--- src/rtl/gpu_mem_pkg.sv ---
// Shared types and helpers for the dual-port GPU buffer RAM (memory_dp).
// MEMORY_PARITY_EN selects the per-lane parity build of memory_dp.
package gpu_mem_pkg;

    typedef enum logic {
        MEM_CLEAR = 1'b0,
        MEM_IDLE  = 1'b1
    } mem_state_t;

    function automatic int lanes(input int width, input int lane);
        return width / lane;
    endfunction

    // Lanes are at most 64 bits; callers zero-extend, which leaves even parity unchanged.
    function automatic logic parity(input logic [63:0] lane_bits);
        return ^lane_bits;
    endfunction

endpackage

--- src/rtl/memory_clear_seq.sv ---
// Clear sequencer for memory_dp: sweeps every address once after reset or on request.
// Built the same way with or without MEMORY_PARITY_EN.
module memory_clear_seq
    import gpu_mem_pkg::*;
#(
    parameter int DEPTH = 256,
    parameter int AW    = 8
) (
    input  logic          clk,
    input  logic          reset_n,
    input  logic          clear,
    output logic          busy,
    output logic          clr_write,
    output logic [AW-1:0] clr_address,
    output mem_state_t    state
);

    localparam logic [AW-1:0] LAST_ADDR = AW'(DEPTH - 1);

    always_ff @(posedge clk or negedge reset_n) begin
        if (!reset_n) begin
            state       <= MEM_CLEAR;
            busy        <= 1'b1;
            clr_address <= '0;
        end else begin
            case (state)
                MEM_CLEAR: begin
                    // busy falls together with the last write of the sweep.
                    if (clr_address == LAST_ADDR) begin
                        state       <= MEM_IDLE;
                        busy        <= 1'b0;
                        clr_address <= '0;
                    end else begin
                        clr_address <= clr_address + 1'b1;
                    end
                end
                MEM_IDLE: begin
                    if (clear) begin
                        state       <= MEM_CLEAR;
                        busy        <= 1'b1;
                        clr_address <= '0;
                    end
                end
                default: begin
                    state       <= MEM_CLEAR;
                    busy        <= 1'b1;
                    clr_address <= '0;
                end
            endcase
        end
    end

    assign clr_write = busy;

endmodule

--- src/rtl/memory_dp.sv ---
// Dual-port GPU buffer RAM: masked write port, registered write-first read port, clear sweep.
// Define MEMORY_PARITY_EN to store one even-parity bit per lane and flag read mismatches.
module memory_dp
    import gpu_mem_pkg::*;
#(
    parameter int                 WIDTH       = 16,
    parameter int                 DEPTH       = 256,
    parameter int                 LANE        = 8,
    parameter logic [WIDTH-1:0]   CLEAR_VALUE = '0,
    localparam int                AW          = (DEPTH > 1) ? $clog2(DEPTH) : 1,
    localparam int                LANES       = lanes(WIDTH, LANE)
) (
    input  logic             clk,
    input  logic             reset_n,
    input  logic             clear,
    output logic             busy,
    input  logic             w_write,
    input  logic [AW-1:0]    w_address,
    input  logic [WIDTH-1:0] w_data,
    input  logic [LANES-1:0] w_mask,
    input  logic             r_read,
    input  logic [AW-1:0]    r_address,
    output logic [WIDTH-1:0] r_data,
    output logic             r_valid,
    output logic             r_parity_err
);

    localparam logic [AW:0] DEPTH_W = (AW + 1)'(DEPTH);

    logic             clr_write;
    logic [AW-1:0]    clr_address;
    mem_state_t       seq_state;

    logic [WIDTH-1:0] mem [DEPTH];

    logic             wr_in_range;
    logic             rd_in_range;
    logic             wr_en;
    logic             rd_accept;
    logic             collide;
    logic [WIDTH-1:0] rd_word;

    memory_clear_seq #(
        .DEPTH (DEPTH),
        .AW    (AW)
    ) u_clear_seq (
        .clk         (clk),
        .reset_n     (reset_n),
        .clear       (clear),
        .busy        (busy),
        .clr_write   (clr_write),
        .clr_address (clr_address),
        .state       (seq_state)
    );

    assign wr_in_range = {1'b0, w_address} < DEPTH_W;
    assign rd_in_range = {1'b0, r_address} < DEPTH_W;

    // A clear request taken in IDLE beats a write presented in the same cycle.
    assign wr_en     = w_write && !busy && wr_in_range
                       && !(clear && (seq_state == MEM_IDLE));
    // Read handshake: r_read is sampled when busy is low; r_valid pulses for one
    // cycle on the next edge and r_data holds until the next accepted read.
    assign rd_accept = r_read && !busy;
    assign collide   = wr_en && (w_address == r_address);

    always_comb begin
        rd_word = mem[r_address];
        for (int i = 0; i < LANES; i++) begin
            if (collide && w_mask[i]) begin
                rd_word[i*LANE +: LANE] = w_data[i*LANE +: LANE];
            end
        end
        if (!rd_in_range) begin
            rd_word = '0;
        end
    end

    always_ff @(posedge clk) begin
        if (clr_write) begin
            mem[clr_address] <= CLEAR_VALUE;
        end else if (wr_en) begin
            for (int i = 0; i < LANES; i++) begin
                if (w_mask[i]) begin
                    mem[w_address][i*LANE +: LANE] <= w_data[i*LANE +: LANE];
                end
            end
        end
    end

    always_ff @(posedge clk or negedge reset_n) begin
        if (!reset_n) begin
            r_valid <= 1'b0;
            r_data  <= '0;
        end else begin
            r_valid <= rd_accept;
            if (rd_accept) begin
                r_data <= rd_word;
            end
        end
    end

`ifdef MEMORY_PARITY_EN
    logic [LANES-1:0] par_mem [DEPTH];
    logic [LANES-1:0] clr_par;
    logic [LANES-1:0] stored_par;
    logic             rd_err;

    always_comb begin
        clr_par    = '0;
        stored_par = par_mem[r_address];
        rd_err     = 1'b0;
        for (int i = 0; i < LANES; i++) begin
            clr_par[i] = parity(64'(CLEAR_VALUE[i*LANE +: LANE]));
            // Forwarded lanes come straight from w_data, so only stored lanes can mismatch.
            if (!(collide && w_mask[i])) begin
                rd_err = rd_err | (stored_par[i] ^ parity(64'(rd_word[i*LANE +: LANE])));
            end
        end
        if (!rd_in_range) begin
            rd_err = 1'b0;
        end
    end

    always_ff @(posedge clk) begin
        if (clr_write) begin
            par_mem[clr_address] <= clr_par;
        end else if (wr_en) begin
            for (int i = 0; i < LANES; i++) begin
                if (w_mask[i]) begin
                    par_mem[w_address][i] <= parity(64'(w_data[i*LANE +: LANE]));
                end
            end
        end
    end

    always_ff @(posedge clk or negedge reset_n) begin
        if (!reset_n) begin
            r_parity_err <= 1'b0;
        end else if (rd_accept) begin
            r_parity_err <= rd_err;
        end
    end
`else
    assign r_parity_err = 1'b0;
`endif

endmodule

--- config.mk ---
export PLATFORM = sky130hd
export DESIGN_NAME = memory_dp
export DESIGN_NICKNAME = d
export VERILOG_FILES = /design/src/rtl/gpu_mem_pkg.sv /design/src/rtl/memory_clear_seq.sv /design/src/rtl/memory_dp.sv
export SDC_FILE = /design/constraint.sdc
export NUM_CORES = 2
export LEC_CHECK = 0
export CORE_MARGIN = 5
export CORE_UTILIZATION = 41
export CTS_BUF_LIST = sky130_fd_sc_hd__clkbuf_2
export DETAILED_ROUTE_END_ITERATION = 12
export PLACE_DENSITY = 0.55
export SLEW_MARGIN = 5
export SYNTH_ARGS = -nofsm -noshare
export SYNTH_HDL_FRONTEND = slang
export SYNTH_HIERARCHICAL = 1
export SYNTH_SLANG_ARGS = --single-unit
--- constraint.sdc ---
create_clock -name clk -period 12.3 [get_ports clk]
set_input_delay 3.075 -clock clk [delete_from_list [all_inputs] [get_ports clk]]
set_output_delay 3.075 -clock clk [all_outputs]
set_load 0.01 [all_outputs]
Word level (Yosys, flattened, before mapping). Memory sizes are Yosys's and may differ from the RTL's. A register that Yosys moved wholly into a read port is not among the register bits. Cells that the tools add are included.

Equal/unequal tests: 3. Add/subtract/negate cells: 1. Reduce and logical (&&, ||, !) cells: 9. Muxes and demuxes: 22. Bitwise operators: 1.

Operators with widths (count): $mux W8 (3); $mux W16 (1); $pmux W8 S2 (1); $reduce_or A16 Y1 (1); $mux W1 (14); $add A8 B1 Y8 const B (1); $eq A8 B8 Y1 const B (1); $logic_and A1 B1 Y1 (4); $pmux W1 S2 (2); $logic_not A1 Y1 (3); $mux W2 (1); $ne A2 B1 Y1 const B (1); $ne A2 B2 Y1 const B (1); $reduce_and A2 Y1 (1); $not A1 Y1 (1).

Output and inout port bits: 19. Flip-flop bits (word level): 11. Word-level logic and storage cells: 41. Bits in writable memories: 4096. Memories kept: 1. Input bits: 39.

Memory list: mem (depth 256, bits a word 16, read ports 1, clocked after memory_dff 1, write ports 1, line memory_dp.sv:34) `logic [WIDTH-1:0] mem [DEPTH];`.

Depth between registers and ports, before layout.
Depth after elaboration: 8. Depth in mapped cells: 13. Gate-level depth less buffers: 7.

By module. Netlist, hierarchy kept.

Modules (own cells, without submodules): memory_dp (area each 160094.8 µm², times used 1, cells each 7503, sequential area each 123423.4 µm²); memory_clear_seq (area each 525.5 µm², times used 1, cells each 55, sequential area each 251.5 µm²).

Worst setup path after synthesis. Ideal clock, no wire load.

Kind: input to register. Start point: in clear. End point: mem mem[0][10], data pin. Buffers on the path: 1. Slack: 4299 ps. Stages on the path: 5. Data required time: 11430 ps. Library setup time: 870 ps. Data arrival time: 7131 ps. Cells stage by stage: nand2_1 > nand3b_1 > nor3_1 > clkbuf_1 > and2_1.

Word-level cells in the longest chain between the ends: 8. Elaborated cells on any way between the ends: 11. Classes of those cells: 7 x mux; 4 x reduce/logical.

RTL lines: start: declaration (line memory_dp.sv:15) `input logic clear,`; $logic_and A1 B1 Y1 (*) (line memory_dp.sv:61) `&& !(clear && (seq_state == MEM_IDLE));`; $logic_not A1 Y1 (*) (line memory_dp.sv:61); $logic_and A1 B1 Y1 (*) (line memory_dp.sv:61); $mux W1 (line memory_dp.sv:82) `end else if (wr_en) begin`; $mux W1 (line memory_dp.sv:80) `if (clr_write) begin`; $mux W1 (not written as such) (line memory_dp.sv:85) `mem[w_address][i*LANE +: LANE] <= w_data[i*LANE +: LANE];`; $reduce_or A16 Y1 (no source line) (*); $mux W16 (no source line) (*); end: declaration (line memory_dp.sv:34).

Mark *: on every way between the ends. The rest lies on a longest branch, timed or not.

Worst setup path after layout.
Start point: reg r_data[15] (read register of mem). End point: out r_data[15].

RTL lines: start: declaration (line memory_dp.sv:23) `output logic [WIDTH-1:0] r_data,`.

No word-level cell between the ends.

==> results by group <==
Outcome
  – Status: completed

Drt
  – Vias: 81800
  – Vias per std cell: 5.76
  – # DRC: 0
  – Post-Route WL: 442 mm
  – WL per Instance: 31.1 um
  – Starting DRT DRC Count: 8726
  – Pre-antenna DRT Iters: 6
  – Post-route ant nets: 0

Clock tree
  – CTS clock-pin slew for the worst setup and hold paths: about 0.10 ns
  – Clock insertion delay at the later pin of the skew report: 2.20 ns
  – CTS max path bufs: 5
  – Num CTS Buffers: 1105
  – Setup bufs post-CTS: 0
  – Clk sinks: 4123
  – Post-CTS Hold Buffers: 0
  – CTS tree: done
  – # H-tree levels: 7
  – Root Driver: clkbuf_2
  – Post-cts sizing count: 0

Die
  – Die H: 636 um
  – CORE AREA: 390000 um2
  – Chip Width: 636 um
  – Row Count: approximately 230
  – Initial Util: 0.412
  – Die area: 404000 um2
  – Boundary pin count: 58

STA
  – Setup TNS: 0 ns
  – Final worst-path cycle share: 0.539
  – Final setup vio count: 0
  – Setup Skew: between 0.15 and 0.2 ns
  – Final-report max-slew violation count: 0
  – Relative slew slack: 0.136
  – WHS: just over 0.6 ns
  – Tmin final: ~6.6 ns
  – RSZ-0062 raised after global routing: false
  – Setup ws final: 5.67 ns
  – Least-Margin Pin Slew: 1.29 ns
  – Final hold violation count: 0
  – Fmax: 151 MHz

Worst hold path
  – WHS Path Cells: 2
  – Hold EP: r_data[7]
  – Worst hold-check path type: flop to flop
  – HP Start: r_data[7]

Critical path
  – Reg2reg path depth: 6
  – Cells along the critical path: clkdlybuf4s50_1
  – Setup Crit Path Kind: flop to output port
  – CP endpoint kind: output port
  – Crit-path max FO: 2
  – Worst EP required: 9.22 ns
  – Critical Path Max Stage Delay: 0.74 ns
  – Buf/Inv on CP: 1
  – R2r endpoint: mem[198][0]
  – WP data arrival: roughly 3.6 ns
  – CP startpoint kind: flop
  – CP top delay family: flip-flops
  – Crit-path slowest cell: dfrtp_1
  – R2R Path Start: u_clear_seq/busy
  – R2R Setup Slk: 7.56 ns

GRT
  – GRT overflow: 0
  – First-pass GRT wire length: 624 mm
  – Largest net degree at the start of global routing: roughly 210
  – Vias in the first global route: 84900
  – Initial antenna violation count: 42
  – Total GRT Usage: 0.218

Final layout
  – Finished Core Util: 0.450
  – Filler cell count: about 34000
  – Area Growth Syn to Fin: 9.07%
  – Nets@finish: 8394
  – Layout Cells excl Fill: 14200
  – Fin area: 175000 um2
  – Fraction of layout cells with a size suffix above 1: 0.320

Synthesis
  – Main synth FF type: edfxtp_1
  – Async S/R FF share, synth: 0.00655
  – Mapped Cells: 7558
  – Synth area leader: edfxtp_1
  – Post-synth design cell area: roughly 160000 um2
  – Ys Warns: 6
  – Top cells by area, synth: edfxtp_1 77%, mux4_2 13%, mux2i_1 1.7%
  – Syn Area/Cell: 21.3 um2
  – EDFF count, synth: around 4000
  – Register bit total from synthesis: 4123
  – Sequential area share after synthesis: 0.770
  – Synth cell types: 73
  – Synth top area share: 0.766
  – Mapped Nets: around 7600

Power and ir drop
  – Sequential group share of total power: 0.585
  – Leakage: between 60 and 70 nW
  – Internal power: 19.6 mW
  – Combinational share of power: 0.074
  – Total Power: 26.5 mW
  – NetSw: ~6.9 mW
  – Clk network pwr share: 0.340
  – Worst VDD drop: 0.155 mV
  – Power density cells: 151 nW/um2
  – Switch share: 0.262

Placed design
  – Final GP Congestion: 0.829
  – Post-DP Area: 166000 um2
  – Place WS: 4.03 ns
  – Port bufs: 56
  – Final HPWL DP: ~260 mm
  – Post-placement cell count: 12400

Job
  – MaxCap Viol Count: 0
==> flip-flops by register name, summed over array words and instances, names as in the netlist <==
name,count
r_valid,1
mem,4096
u_clear_seq/busy,1
u_clear_seq/state,1
r_data,16
u_clear_seq/clr_address,8
==> per-layer routing <==
metal / share of wire / wire, um / global-route usage / vias to the layer above
met5: 0.000066 / 29 / 0 / -
met4: 0.036 / 16000 / 0.0976 / 4
met3: 0.082 / 36300 / 0.0538 / 695
met2: 0.48 / 212000 / 0.341 / 3931
met1: 0.40 / 178000 / 0.290 / 43500
li1: - / - / - / 33700
==> cell usage in the layout (no fill, tap or decap), types with 15 or more instances in the layout <==
cell type / instances
clkbuf_2: 1522
nor4_1: 15
nand4_1: 23
bufinv_16: 16
mux2i_1: 266
buf_4: 138
o22a_1: 20
clkdlybuf4s50_1: 47
o31ai_1: 15
nor3_1: 43
clkinv_1: 145
a211oi_1: 36
inv_2: 25
a21oi_1: 45
clkinv_2: 27
nand3_1: 61
nand2b_2: 17
a22oi_1: 128
edfxtp_1: 4096
nand2_1: 62
buf_12: 20
o221ai_1: 15
nor2b_1: 40
o22ai_1: 215
or2_2: 42
mux2_2: 43
mux4_2: 950
dfrtp_1: 26
nor2_1: 576
and2_4: 16
nand2b_1: 27
a2111oi_0: 26
diode_2: 23
a221oi_1: 15
o21ai_1: 18
or3_1: 21
==> power by group through the flow <==
stage	registers, mW	logic (mW)	clock network, mW
after global placement	15.8	1.97	0
after CTS	15.5	1.98	9.30
after detailed placement	15.8	1.97	0
final	15.5	1.97	9.02
after floorplan	15.8	1.02	0
after global routing	15.5	2.03	10.1
==> kinds of logic after synthesis <==
| kind of cell | after synthesis | share of synthesized area |
|---|---|---|
| xor gates and xnor gates | 9 | 0.000491 |
| AOI/OAI and AO/OA | 642 | 0.0290 |
| and+or+nand+nor | 996 | 0.0282 |
| adders and majority gates | 1 | 0.0000779 |
| other | 1 | 0.0000233 |
| DFF | 4123 | 0.770 |
| buffers and inverters | 527 | 0.0194 |
| muxes | 1259 | 0.153 |
==> worst max path at each step <==
| stage | start | endpoint | slack, ns | depth (start not counted) |
|---|---|---|---|---|
| finish | r_data[15] | r_data[15] | 5.67 | 1 |
| global route | r_data[12] | r_data[12] | 5.48 | 1 |
| CTS | r_data[15] | r_data[15] | 5.30 | 1 |
| detailed placement | r_address[2] | r_data[9] | 4.03 | 11 |
| global placement | r_address[2] | r_data[9] | 4.05 | 11 |
| floorplan | clear | mem[0][10] | 4.30 | 5 |
==> area by class of cell <==
class	instances	area (um2)	share of cell area
Sequential cell	4123	124000	0.706
Multi-Input combinational cell	2908	34000	0.194
Clock buffer	1522	7620	0.0435
Tap cell	5197	6500	0.0371
Timing Repair Buffer	213	2000	0.0114
Clock inverter	216	1280	0.00731
Antenna cell	23	57.6	0.000329
Inverter	3	11.3	0.0000643
==> synthesized netlist by cell type, types with 24 or more instances <==
library cell / count
edfxtp_1: 4096
mux4_2: 950
nor2_1: 580
mux2i_1: 266
o22ai_1: 215
buf_2: 194
clkbuf_1: 161
a22oi_1: 128
buf_4: 69
nand2_1: 63
buf_6: 61
nand3_1: 61
nand2b_1: 46
nor3_1: 46
a21oi_1: 45
nor2b_1: 44
mux2_2: 43
a211oi_1: 36
or2_2: 35
a2111oi_0: 34
dfrtp_1: 26
buf_1: 24
(Power assumes the default switching activity.)
